===== src/rtl/ifm_pkg.sv =====
// Shared types and AXI/ISA constants for the instruction-fetch read master.
package ifm_pkg;

  typedef enum logic [1:0] {
    IDLE = 2'd0,
    ADDR = 2'd1,
    DATA = 2'd2,
    RESP = 2'd3
  } ifm_state_t;

  localparam logic [1:0]  AXI_BURST_INCR = 2'b01;
  localparam logic [2:0]  AXI_SIZE_4B    = 3'b010;
  localparam logic [1:0]  AXI_RESP_OKAY  = 2'b00;
  localparam logic [31:0] INST_NOP       = 32'h0000_0013;

endpackage


===== src/rtl/ifm_hit_buf.sv =====
// One-entry {vld,addr,inst} fetch buffer; only built when IFM_HIT_BUF_EN is defined.
module ifm_hit_buf
  import ifm_pkg::*;
(
  input  logic        clk,
  input  logic        rst,
  input  logic [13:0] lookup_addr,
  output logic        hit,
  output logic [31:0] hit_inst,
  input  logic        fill,
  input  logic [13:0] fill_addr,
  input  logic [31:0] fill_inst,
  input  logic        inval
);

  logic        vld;
  logic [13:0] addr;
  logic [31:0] inst;

  // Invalidate wins over fill so an error never leaves a usable entry behind.
  always_ff @(posedge clk or posedge rst) begin
    if (rst) begin
      vld  <= 1'b0;
      addr <= '0;
      inst <= INST_NOP;
    end else if (inval) begin
      vld <= 1'b0;
    end else if (fill) begin
      vld  <= 1'b1;
      addr <= fill_addr;
      inst <= fill_inst;
    end
  end

  assign hit      = vld && (lookup_addr == addr);
  assign hit_inst = inst;

endmodule


===== src/rtl/if_axi_read_master.sv =====
// IF-stage AXI4 single-beat read master with flush drop and stall generation.
// Optional one-entry hit buffer enabled by defining IFM_HIT_BUF_EN.
//
// state | meaning
// IDLE  | waiting for req_valid; drop cleared
// ADDR  | ARVALID held until ARREADY
// DATA  | RREADY high until the beat with RID==AR_ID
// RESP  | rsp_valid pulse (unless flushed this cycle)
module if_axi_read_master
  import ifm_pkg::*;
#(
  parameter int              ID_W      = 4,
  parameter logic [ID_W-1:0] AR_ID     = '0,
  parameter logic [31:0]     BASE_ADDR = 32'h0000_0000
) (
  input  logic            clk,
  input  logic            rst,
  input  logic            req_valid,
  input  logic [13:0]     req_addr,
  input  logic            flush,
  output logic            rsp_valid,
  output logic [31:0]     rsp_inst,
  output logic            rsp_err,
  output logic            stall,
  output logic [ID_W-1:0] ARID,
  output logic [31:0]     ARADDR,
  output logic [3:0]      ARLEN,
  output logic [2:0]      ARSIZE,
  output logic [1:0]      ARBURST,
  output logic            ARVALID,
  input  logic            ARREADY,
  input  logic [ID_W-1:0] RID,
  input  logic [31:0]     RDATA,
  input  logic [1:0]      RRESP,
  input  logic            RLAST,
  input  logic            RVALID,
  output logic            RREADY
);

  ifm_state_t  state, state_d;
  logic [13:0] addr_q;
  logic        drop, drop_d;
  logic        ld_addr, hit_take, beat, resp_ok, deliver;
  logic        buf_hit;
  logic [31:0] buf_inst;
  logic        unused_rlast;

  assign unused_rlast = RLAST;
  assign beat    = (state == DATA) && RVALID && (RID == AR_ID);
  assign resp_ok = (RRESP == AXI_RESP_OKAY);
  assign deliver = beat && !(drop || flush);

`ifdef IFM_HIT_BUF_EN
  ifm_hit_buf u_hit_buf (
    .clk        (clk),
    .rst        (rst),
    .lookup_addr(req_addr),
    .hit        (buf_hit),
    .hit_inst   (buf_inst),
    .fill       (deliver && resp_ok),
    .fill_addr  (addr_q),
    .fill_inst  (RDATA),
    .inval      (beat && !resp_ok)
  );
`else
  assign buf_hit  = 1'b0;
  assign buf_inst = INST_NOP;
`endif

  always_comb begin
    state_d  = state;
    drop_d   = drop;
    ld_addr  = 1'b0;
    hit_take = 1'b0;
    case (state)
      IDLE: begin
        drop_d = 1'b0;
        if (req_valid) begin
          ld_addr = 1'b1;
          if (buf_hit) begin
            hit_take = 1'b1;
            state_d  = RESP;
          end else begin
            state_d = ADDR;
          end
        end
      end
      ADDR: begin
        if (flush)   drop_d  = 1'b1;
        if (ARREADY) state_d = DATA;
      end
      DATA: begin
        if (flush) drop_d = 1'b1;
        if (beat)  state_d = (drop || flush) ? IDLE : RESP;
      end
      RESP:    state_d = IDLE;
      default: state_d = IDLE;
    endcase
  end

  always_ff @(posedge clk or posedge rst) begin
    if (rst) begin
      state    <= IDLE;
      drop     <= 1'b0;
      addr_q   <= '0;
      rsp_inst <= INST_NOP;
      rsp_err  <= 1'b0;
    end else begin
      state <= state_d;
      drop  <= drop_d;
      if (ld_addr) addr_q <= req_addr;
      // Errored fetches hand ID a NOP so nothing stale is ever decoded.
      if (hit_take) begin
        rsp_inst <= buf_inst;
        rsp_err  <= 1'b0;
      end else if (deliver) begin
        rsp_inst <= resp_ok ? RDATA : INST_NOP;
        rsp_err  <= !resp_ok;
      end
    end
  end

  assign rsp_valid = (state == RESP) && !flush;
  assign stall     = req_valid && !rsp_valid;

  assign ARVALID = (state == ADDR);
  assign ARID    = AR_ID;
  assign ARADDR  = BASE_ADDR + {16'h0000, addr_q, 2'b00};
  assign ARLEN   = 4'd0;
  assign ARSIZE  = AXI_SIZE_4B;
  assign ARBURST = AXI_BURST_INCR;
  assign RREADY  = (state == DATA);

endmodule


===== config.mk =====
export PLATFORM = sky130hd
export DESIGN_NAME = if_axi_read_master
export DESIGN_NICKNAME = d
export VERILOG_FILES = /design/src/rtl/ifm_pkg.sv /design/src/rtl/ifm_hit_buf.sv /design/src/rtl/if_axi_read_master.sv
export SDC_FILE = /design/constraint.sdc
export NUM_CORES = 1
export LEC_CHECK = 0
export CELL_PAD_IN_SITES_DETAIL_PLACEMENT = 1
export CELL_PAD_IN_SITES_GLOBAL_PLACEMENT = 1
export CORE_ASPECT_RATIO = 0.7
export CORE_MARGIN = 5
export CORE_UTILIZATION = 29
export DETAILED_ROUTE_END_ITERATION = 8
export HOLD_SLACK_MARGIN = 0.06
export PLACE_DENSITY = 0.88
export REMOVE_ABC_BUFFERS = 1
export SETUP_SLACK_MARGIN = 0.4
export SYNTH_ARGS = -nofsm -noshare
export SYNTH_HDL_FRONTEND = slang
export SYNTH_HIERARCHICAL = 1
export SYNTH_SLANG_ARGS = --single-unit

===== constraint.sdc =====
create_clock -name clk -period 4 [get_ports clk]
set_clock_uncertainty 0.1 [all_clocks]
set_input_delay 1 -clock clk [delete_from_list [all_inputs] [get_ports clk]]
set_output_delay 1 -clock clk [all_outputs]
set_load 0.1 [all_outputs]

# Word level (Yosys, flattened, before mapping)
# Index checks and enable logic that the tools add are counted.
# Widths: inputs -> output; s select.
word_totals:
  register_bits: 50
  output_inout_bits: 82
classes:
  eq_ne: 7
  n_mux: 10
  reduce_logical: 17
ops:
  columns: ["cell", "count"]
  rows:
  - ["$mux 32", 1]
  - ["$mux 2", 4]
  - ["$pmux 2 s4", 1]
  - ["$ne 2x1->1 const B", 3]
  - ["$logic_and 1x1->1", 5]
  - ["$eq 2x2->1 const B", 2]
  - ["$logic_not 1->1", 4]
  - ["$logic_not 2->1", 2]
  - ["$logic_not 4->1", 1]
  - ["$mux 1", 3]
  - ["$reduce_and 3->1", 1]
  - ["$eq 2x1->1 const B", 1]
  - ["$ne 2x2->1 const B", 1]
  - ["$pmux 1 s2", 1]
  - ["$reduce_and 2->1", 1]
  - ["$reduce_bool 2->1", 1]
  - ["$reduce_or 2->1", 1]
  - ["$logic_or 1x1->1", 1]

# Depth between registers and ports, before layout
# Gate-level depths: netlist of run 1.
depth:
  depth_word: 5
  mapped_depth: 7
  mapped_depth_nobuf: 6

# Worst setup path after synthesis of run 1
# Ideal clock, no wire load.
synth_timing:
  path_kind: "input -> output"
  start: "in flush"
  end: "out stall"
  arrival_time_ps: 3339
  required_ps: 2900
  setup_slack_ps: -439
  stages: 2
  path_buffers: 0
  cell_sequence: "nor2b_1 nor2b_1"
synth_via:
  elab_chain_cells: 4
synth_lines:
  columns: ["element", "line", "source"]
  rows:
  - ["start, declared", "if_axi_read_master.sv:20", "input logic flush,"]
  - ["$logic_not 1->1", "if_axi_read_master.sv:123", "assign rsp_valid = (state == RESP) && !flush;"]
  - ["$logic_and 1x1->1", "if_axi_read_master.sv:123", null]
  - ["$logic_not 1->1", "if_axi_read_master.sv:124", "assign stall = req_valid && !rsp_valid;"]
  - ["$logic_and 1x1->1", "if_axi_read_master.sv:124", null]
  - ["end, declared", "if_axi_read_master.sv:24", "output logic stall,"]
# No other way between the ends.

# Worst setup path after layout of run 1
# Ends and elaborated chain as after synthesis.

==> impl_metrics.env, run 1 <==
export IMPL_num_antenna_cells=0
export IMPL_drt_vias_per_instance=4.211
export IMPL_synth_compound_area_share_pct=10.42
export IMPL_r2r_start="state[0]"
export IMPL_required_ns=2.90
export IMPL_grt_max_degree=67
export IMPL_io_pins=141
export IMPL_drt_iter0_drc=75
export IMPL_dr_pass1_iters=3
export IMPL_rsz0062_at_grt="no"
export IMPL_die_h_um=85.55
export IMPL_syn_area_um2=2365
export IMPL_numCtsBuffers=5
export IMPL_powerDensity_nw_per_um2=694.8
export IMPL_drcViolationCount=0
export IMPL_ir_drop_v=0.0005828
export IMPL_cts_resized=0
export IMPL_grt_overflow=0
export IMPL_critical_path_class="input pin to primary output"
export IMPL_cpMaxStageDelayCell="clkdlybuf4s50_1"
export IMPL_start_util_pct=29.91
export IMPL_clock_fmax_mhz=320.5
export IMPL_cts_setup_buffers=0
export IMPL_clockBufferDepth=2
export IMPL_yosysTopAreaCell="dfrtp_1"
export IMPL_synthToLayoutAreaGrowth_pct=48.78
export IMPL_synthTopCellsByArea="dfrtp_1 (50%), nand2_1 (10%), buf_4 (10%), mux2_2 (6.7%), o21ai_1 (5.5%)"
export IMPL_finalSetupViolCount=0
export IMPL_hold_class="register to register"
export IMPL_synth_adder_area_share_pct=2.116
export IMPL_design_power_total_mw=2.445
export IMPL_postSynthCellCount=233
export IMPL_status="finished clean"
export IMPL_synth_simple_area_share_pct=13.54
export IMPL_port_buffer_count=108
export IMPL_synth_top_family_by_area="buffers and inverters"
export IMPL_drive_above_1_share_pct=12.39
export IMPL_tightest_slew_ns=1.029
export IMPL_core_area_um2=7905
export IMPL_antenna_found_initial=0
export IMPL_cts_sinks=50
export IMPL_ant_nets=0
export IMPL_grt_pass1_wl_um=10560
export IMPL_hold_depth=2
export IMPL_hold_slack_ns=0.3621
export IMPL_ys_seq_elements=50
export IMPL_hpwl_um=4919
export IMPL_fill_cells=892
export IMPL_path_common_cell="nor2b_1"
export IMPL_critPathTopFamily="buffers and inverters"
export IMPL_final_nets=401
export IMPL_max_slew_margin_pct=31.31
export IMPL_dieArea_um2=10090
export IMPL_period_share_pct=78.01
export IMPL_gp_congestion=0.6933
export IMPL_cts_tree="yes"
export IMPL_vias=1853
export IMPL_ctsHoldBuffers=0
export IMPL_worstSkewPairLatency_ns=0.29
export IMPL_cp_cell_sequence="clkdlybuf4s50_1 > nor2b_1 > nor2b_1 > buf_4"
export IMPL_synthMuxAreaShare_pct=6.667
export IMPL_drv_slew=0
export IMPL_whs_endpoint="rsp_inst[4]"
export IMPL_placementRows=27
export IMPL_yosys_warnings=6
export IMPL_ys_types=26
export IMPL_cp_num_buf_inv=2
export IMPL_clk_pin_slew_worst_paths_ns=0.06
export IMPL_reg2reg_depth=6
export IMPL_max_cap_violations=0
export IMPL_final_hold_viol_count=0
export IMPL_timing_rr_end="rsp_inst[28]"
export IMPL_ys_seq_area_share_pct=53.07
export IMPL_path_max_fanout=3
export IMPL_max_stage_delay_ns=0.52
export IMPL_finalCriticalPeriod_ns=3.120
export IMPL_power_leakage_nw=1.508
export IMPL_cts_max_level=2
export IMPL_die_w_um=117.9
export IMPL_arrival_ns=2.02
export IMPL_synthXorXnorAreaFrac_pct=0
export IMPL_grt_pass1_vias=2022
export IMPL_clockRootBuffer="clkbuf_16"
export IMPL_reg2reg_slack_ns=2.13
export IMPL_hold_start="rsp_inst[4]"
export IMPL_wl_um=6400
export IMPL_routedWlPerCell_um=14.55
export IMPL_post_synth_cell_area_avg_um2=10.15
export IMPL_worstSetupStartpointType="input pin"
export IMPL_synth_top_area_share_pct=49.74
export IMPL_grt_usage_pct=12.99
export IMPL_endpoint_kind="primary output"
==> worst register-to-register path: cells and delay by family (launching register included) <==
| kind | cells | cell delay, ns |
|---|---|---|
| compound gates | 1 | 0.10 |
| fa+ha+maj | 1 | 0.30 |
| buf+inv | 2 | 0.65 |
| flops | 1 | 0.40 |
| simple gates | 2 | 0.25 |
==> routing by layer <==
layer | share of wire (%) | routed length (µm) | GRT usage [%]
met2 | 47 | 2996 | 21.82
met5 | 0 | 0 | 0
met4 | 0.94 | 60 | 3.125
met1 | 42 | 2706 | 15.07
met3 | 10 | 637 | 6.328
==> layout by cell type (no fill, tap or decap), drive strengths merged, types with 3 or more instances in the layout <==
cell / synthesis / routed
dfrtp: 47 / 47
buf: 37 / 9
nor3: 3 / 3
ha: 4 / 4
conb: 2 / 31
clkdlybuf4s50: 0 / 102
o21ai: 34 / 34
clkbuf: 5 / 8
dfstp: 3 / 3
inv: 5 / 5
mux2: 14 / 14
nand2: 65 / 65
==> sequential cells by signal (all words and copies together), names as in the netlist <==
name and count:
rsp_inst 32, addr_q 14, state 2, drop 1
rsp_err 1
==> worst max path at each step <==
stage	cells after the start	startpoint	slack, ns	to
after floorplan	2	flush	-0.44	stall
after global placement	4	flush	0.91	stall
after detailed placement	4	flush	0.87	stall
after CTS	4	flush	0.87	stall
after global routing	4	flush	0.82	stall
final	4	flush	0.88	stall
==> metrics by stage <==
stage | cell area, µm² | utilization [%] | instances | worst slack [ns] | setup TNS [ns]
6_report | 3518 | 44.51 | 440 | 0.8797 | 0
5_1_grt | 3518 | 44.51 | 440 | 0.8161 | 0
4_1_cts | 3518 | 44.51 | 440 | 0.8666 | 0
3_5_place_dp | 3382 | 42.78 | 432 | 0.8719 | 0
3_3_place_gp | 3382 | 42.78 | 432 | 0.9083 | 0
2_1_floorplan | 2165 | - | 220 | -0.4390 | -0.4794
==> cell type report <==
cell class,count,area (µm²),share of cell area [%]
multi-input combinational,165,893.4,25.39
timing repair buffer,111,1089,30.94
clock buffer,8,136.4,3.876
inverter,5,18.77,0.5334
tap,101,126.4,3.592
sequential,50,1255,35.67
==> synthesized netlist by cell type <==
library cell and n:
buf_6 4, a21oi_1 1, inv_1 5, nand2_1 65
dfrtp_1 47, nand4b_1 1, nor3_1 3, o21ai_0 1
o21ai_1 26, buf_4 32, nor2_1 2, conb_1 2
ha_1 4, dfstp_2 3, nor2b_1 2, nand4_1 1
nor4_4 1, nand3_1 1, buf_2 1, o21ai_2 7
o22a_1 1, a2111oi_2 1, o22ai_1 1, mux2_2 14
a21o_1 2, clkbuf_1 5
==> kinds of logic (layout without fill, tap and decap cells) <==
| family | count (synthesis) | in the layout |
|---|---|---|
| and+or+nand+nor | 76 | 76 |
| DFF | 50 | 50 |
| buffers and inverters | 47 | 124 |
| AOI/OAI and AO/OA | 40 | 40 |
| muxes | 14 | 14 |
| adders and majority gates | 4 | 4 |
| other | 2 | 31 |
==> report_power, final <==
group / total [mW] / internal (mW) / switching [mW]
clock network: 0.414 / 0.233 / 0.180
registers: 0.667 / 0.610 / 0.0573
logic: 1.36 / 0.330 / 1.03
Note: power is estimated with default switching activity, not from simulation.
==> run 2, diff against run 1 <==
CORE_UTILIZATION = 24   (was 29)
PLACE_DENSITY = 0.78   (was 0.88)
clock period = 2.65 ns   (was 4 ns; I/O delays follow)
==> impl_metrics.env, run 2 (synthesis results as in run 1) <==
export IMPL_rsz0062_at_grt="no"
export IMPL_final_cell_mix="nand2_1 (65), clkdlybuf4s50_1 (55), buf_4 (51)"
export IMPL_drt_vias_per_instance=4.006
export IMPL_drv_slew=0
export IMPL_cpMaxStageDelayCell="dlygate4sd2_1"
export IMPL_worstSetupStartpointType="input pin"
export IMPL_timing_rr_end="addr_q[10]"
export IMPL_final_hold_viol_count=0
export IMPL_clockRootBuffer="clkbuf_16"
export IMPL_routedWlPerCell_um=13.99
export IMPL_reg2reg_depth=4
export IMPL_synthToLayoutAreaGrowth_pct=50.42
export IMPL_clockBufferDepth=2
export IMPL_whs_endpoint="rsp_inst[0]"
export IMPL_final_area_um2=3557
export IMPL_cp_num_buf_inv=3
export IMPL_largest_register_ffs=32
export IMPL_arrival_ns=1.44
export IMPL_clock_fmax_mhz=453.9
export IMPL_powerDensity_nw_per_um2=1062
export IMPL_grt_usage_pct=10.70
export IMPL_grt_pass1_vias=2033
export IMPL_hold_depth=2
export IMPL_clk_pin_slew_worst_paths_ns=0.06
export IMPL_reg2reg_slack_ns=0.80
export IMPL_endpoint_kind="primary output"
export IMPL_start_util_pct=24.51
export IMPL_gp_congestion=0.7495
export IMPL_die_h_um=93.05
export IMPL_max_stage_delay_ns=0.28
export IMPL_reg_top3="rsp_inst: 32 flops, addr_q: 14 flops, state: 2 flops"
export IMPL_final_nets=403
export IMPL_wl_um=6562
export IMPL_cp_cell_sequence="dlygate4sd2_1 > nor2b_2 > buf_4 > buf_12"
export IMPL_power_leakage_nw=1.642
export IMPL_numCtsBuffers=5
export IMPL_num_antenna_cells=0
export IMPL_dr_pass1_iters=4
export IMPL_regMostFlops="rsp_inst"
export IMPL_worstSkewPairLatency_ns=0.28
export IMPL_drive_above_1_share_pct=27.86
export IMPL_finalCriticalPeriod_ns=2.203
export IMPL_required_ns=1.89
export IMPL_core_area_um2=9647
export IMPL_design_power_total_mw=3.778
export IMPL_r2r_start="state[0]"
export IMPL_grt_pass1_wl_um=10270
export IMPL_ctsHoldBuffers=0
export IMPL_cts_sinks=50
export IMPL_mostFrequentLayoutCell="nand2_1"
export IMPL_status="finished clean"
export IMPL_path_max_fanout=3
export IMPL_hold_start="rsp_inst[0]"
export IMPL_die_w_um=128.6
export IMPL_setup_ws_ns=0.4468
export IMPL_grt_max_degree=67
export IMPL_io_pins=141
export IMPL_max_slew_margin_pct=60.23
export IMPL_hold_class="register to register"
export IMPL_dp_slack_ns=0.1988
export IMPL_max_cap_violations=0
export IMPL_cts_tree="yes"
export IMPL_vias=1879
export IMPL_critPathTopFamily="buffers and inverters"
export IMPL_ant_nets=0
export IMPL_cts_max_level=2
export IMPL_dpl_instance_area_um2=3381
export IMPL_placementRows=30
export IMPL_port_buffer_count=108
export IMPL_grt_overflow=0
export IMPL_finalSetupViolCount=0
export IMPL_drcViolationCount=0
export IMPL_cts_setup_buffers=0
export IMPL_hpwl_um=5223
export IMPL_ir_drop_v=0.0004319
export IMPL_period_share_pct=83.14
export IMPL_dieArea_um2=11970
export IMPL_tightest_slew_ns=0.5950
export IMPL_drt_iter0_drc=16
export IMPL_antenna_found_initial=0
export IMPL_critical_path_class="input pin to primary output"
[run 2: changes by cell type in the layout (fill, tap and decap cells not counted), sizes merged]
cell and delta:
clkdlybuf4s50 -47, buf +47, dlygate4sd2 +2
[run 2: power by group]
| part | switching [mW] | internal (mW) |
|---|---|---|
| Clock | 0.266 | 0.428 |
| Combinational | 1.58 | 0.494 |
| Sequential | 0.0901 | 0.921 |
| Total | 1.94 | 1.84 |
[run 2: per-layer routing]
metal,up-vias,routed length (µm),global-route usage [%]
li1,909,-,-
met1,890,2683,12.65
met2,78,3152,18.36
met3,2,711,4.737
met4,0,14,1.573
met5,-,0,0
[run 2: metrics by stage]
stage / utilization (%) / instances / hold slack [ns] / TNS (ns)
detailed placement: 35.05 / 461 / 0.3660 / 0
global placement: 35.05 / 461 / 0.3541 / 0
CTS: 36.85 / 469 / 0.3766 / 0
floorplan: - / 220 / 0.3700 / -44.50
global route: 36.87 / 469 / 0.4049 / 0
finish: 36.87 / 469 / 0.3682 / 0
[run 2: what timing repair did]
item / 4_1_cts / 5_1_grt
endpoints found under the setup margin: 2 / 1
pin swaps: 0 / 0
gates resized for setup: 5 / 1
[run 2: how the worst max path moves through the flow]
stage	depth (start not counted)	startpoint	end	slack [ns]
6_report	4	flush	rsp_valid	0.45
3_5_place_dp	4	flush	stall	0.20
4_1_cts	3	state[0]	RREADY	0.43
5_1_grt	4	state[1]	rsp_valid	0.41
2_1_floorplan	5	state[0]	rsp_inst[14]	-1.36
3_3_place_gp	4	flush	stall	0.23
[run 2: cell type report]
cell class | instances | area [µm²]
clock buffers | 8 | 166.4
fillers | 1109 | 6090
inverters | 5 | 18.77
multi-input cells | 165 | 905.9
flip-flops and latches | 50 | 1255
well taps | 128 | 160.2
repair buffers | 113 | 1051
[run 2: worst reg2reg max path, delay by kind of cell (launching register included)]
kind          cells  cell delay, ns
buf+inv           1            0.11
simple gates      1            0.46
flops             1            0.40
mux               1            0.41
fa+ha+maj         1            0.24
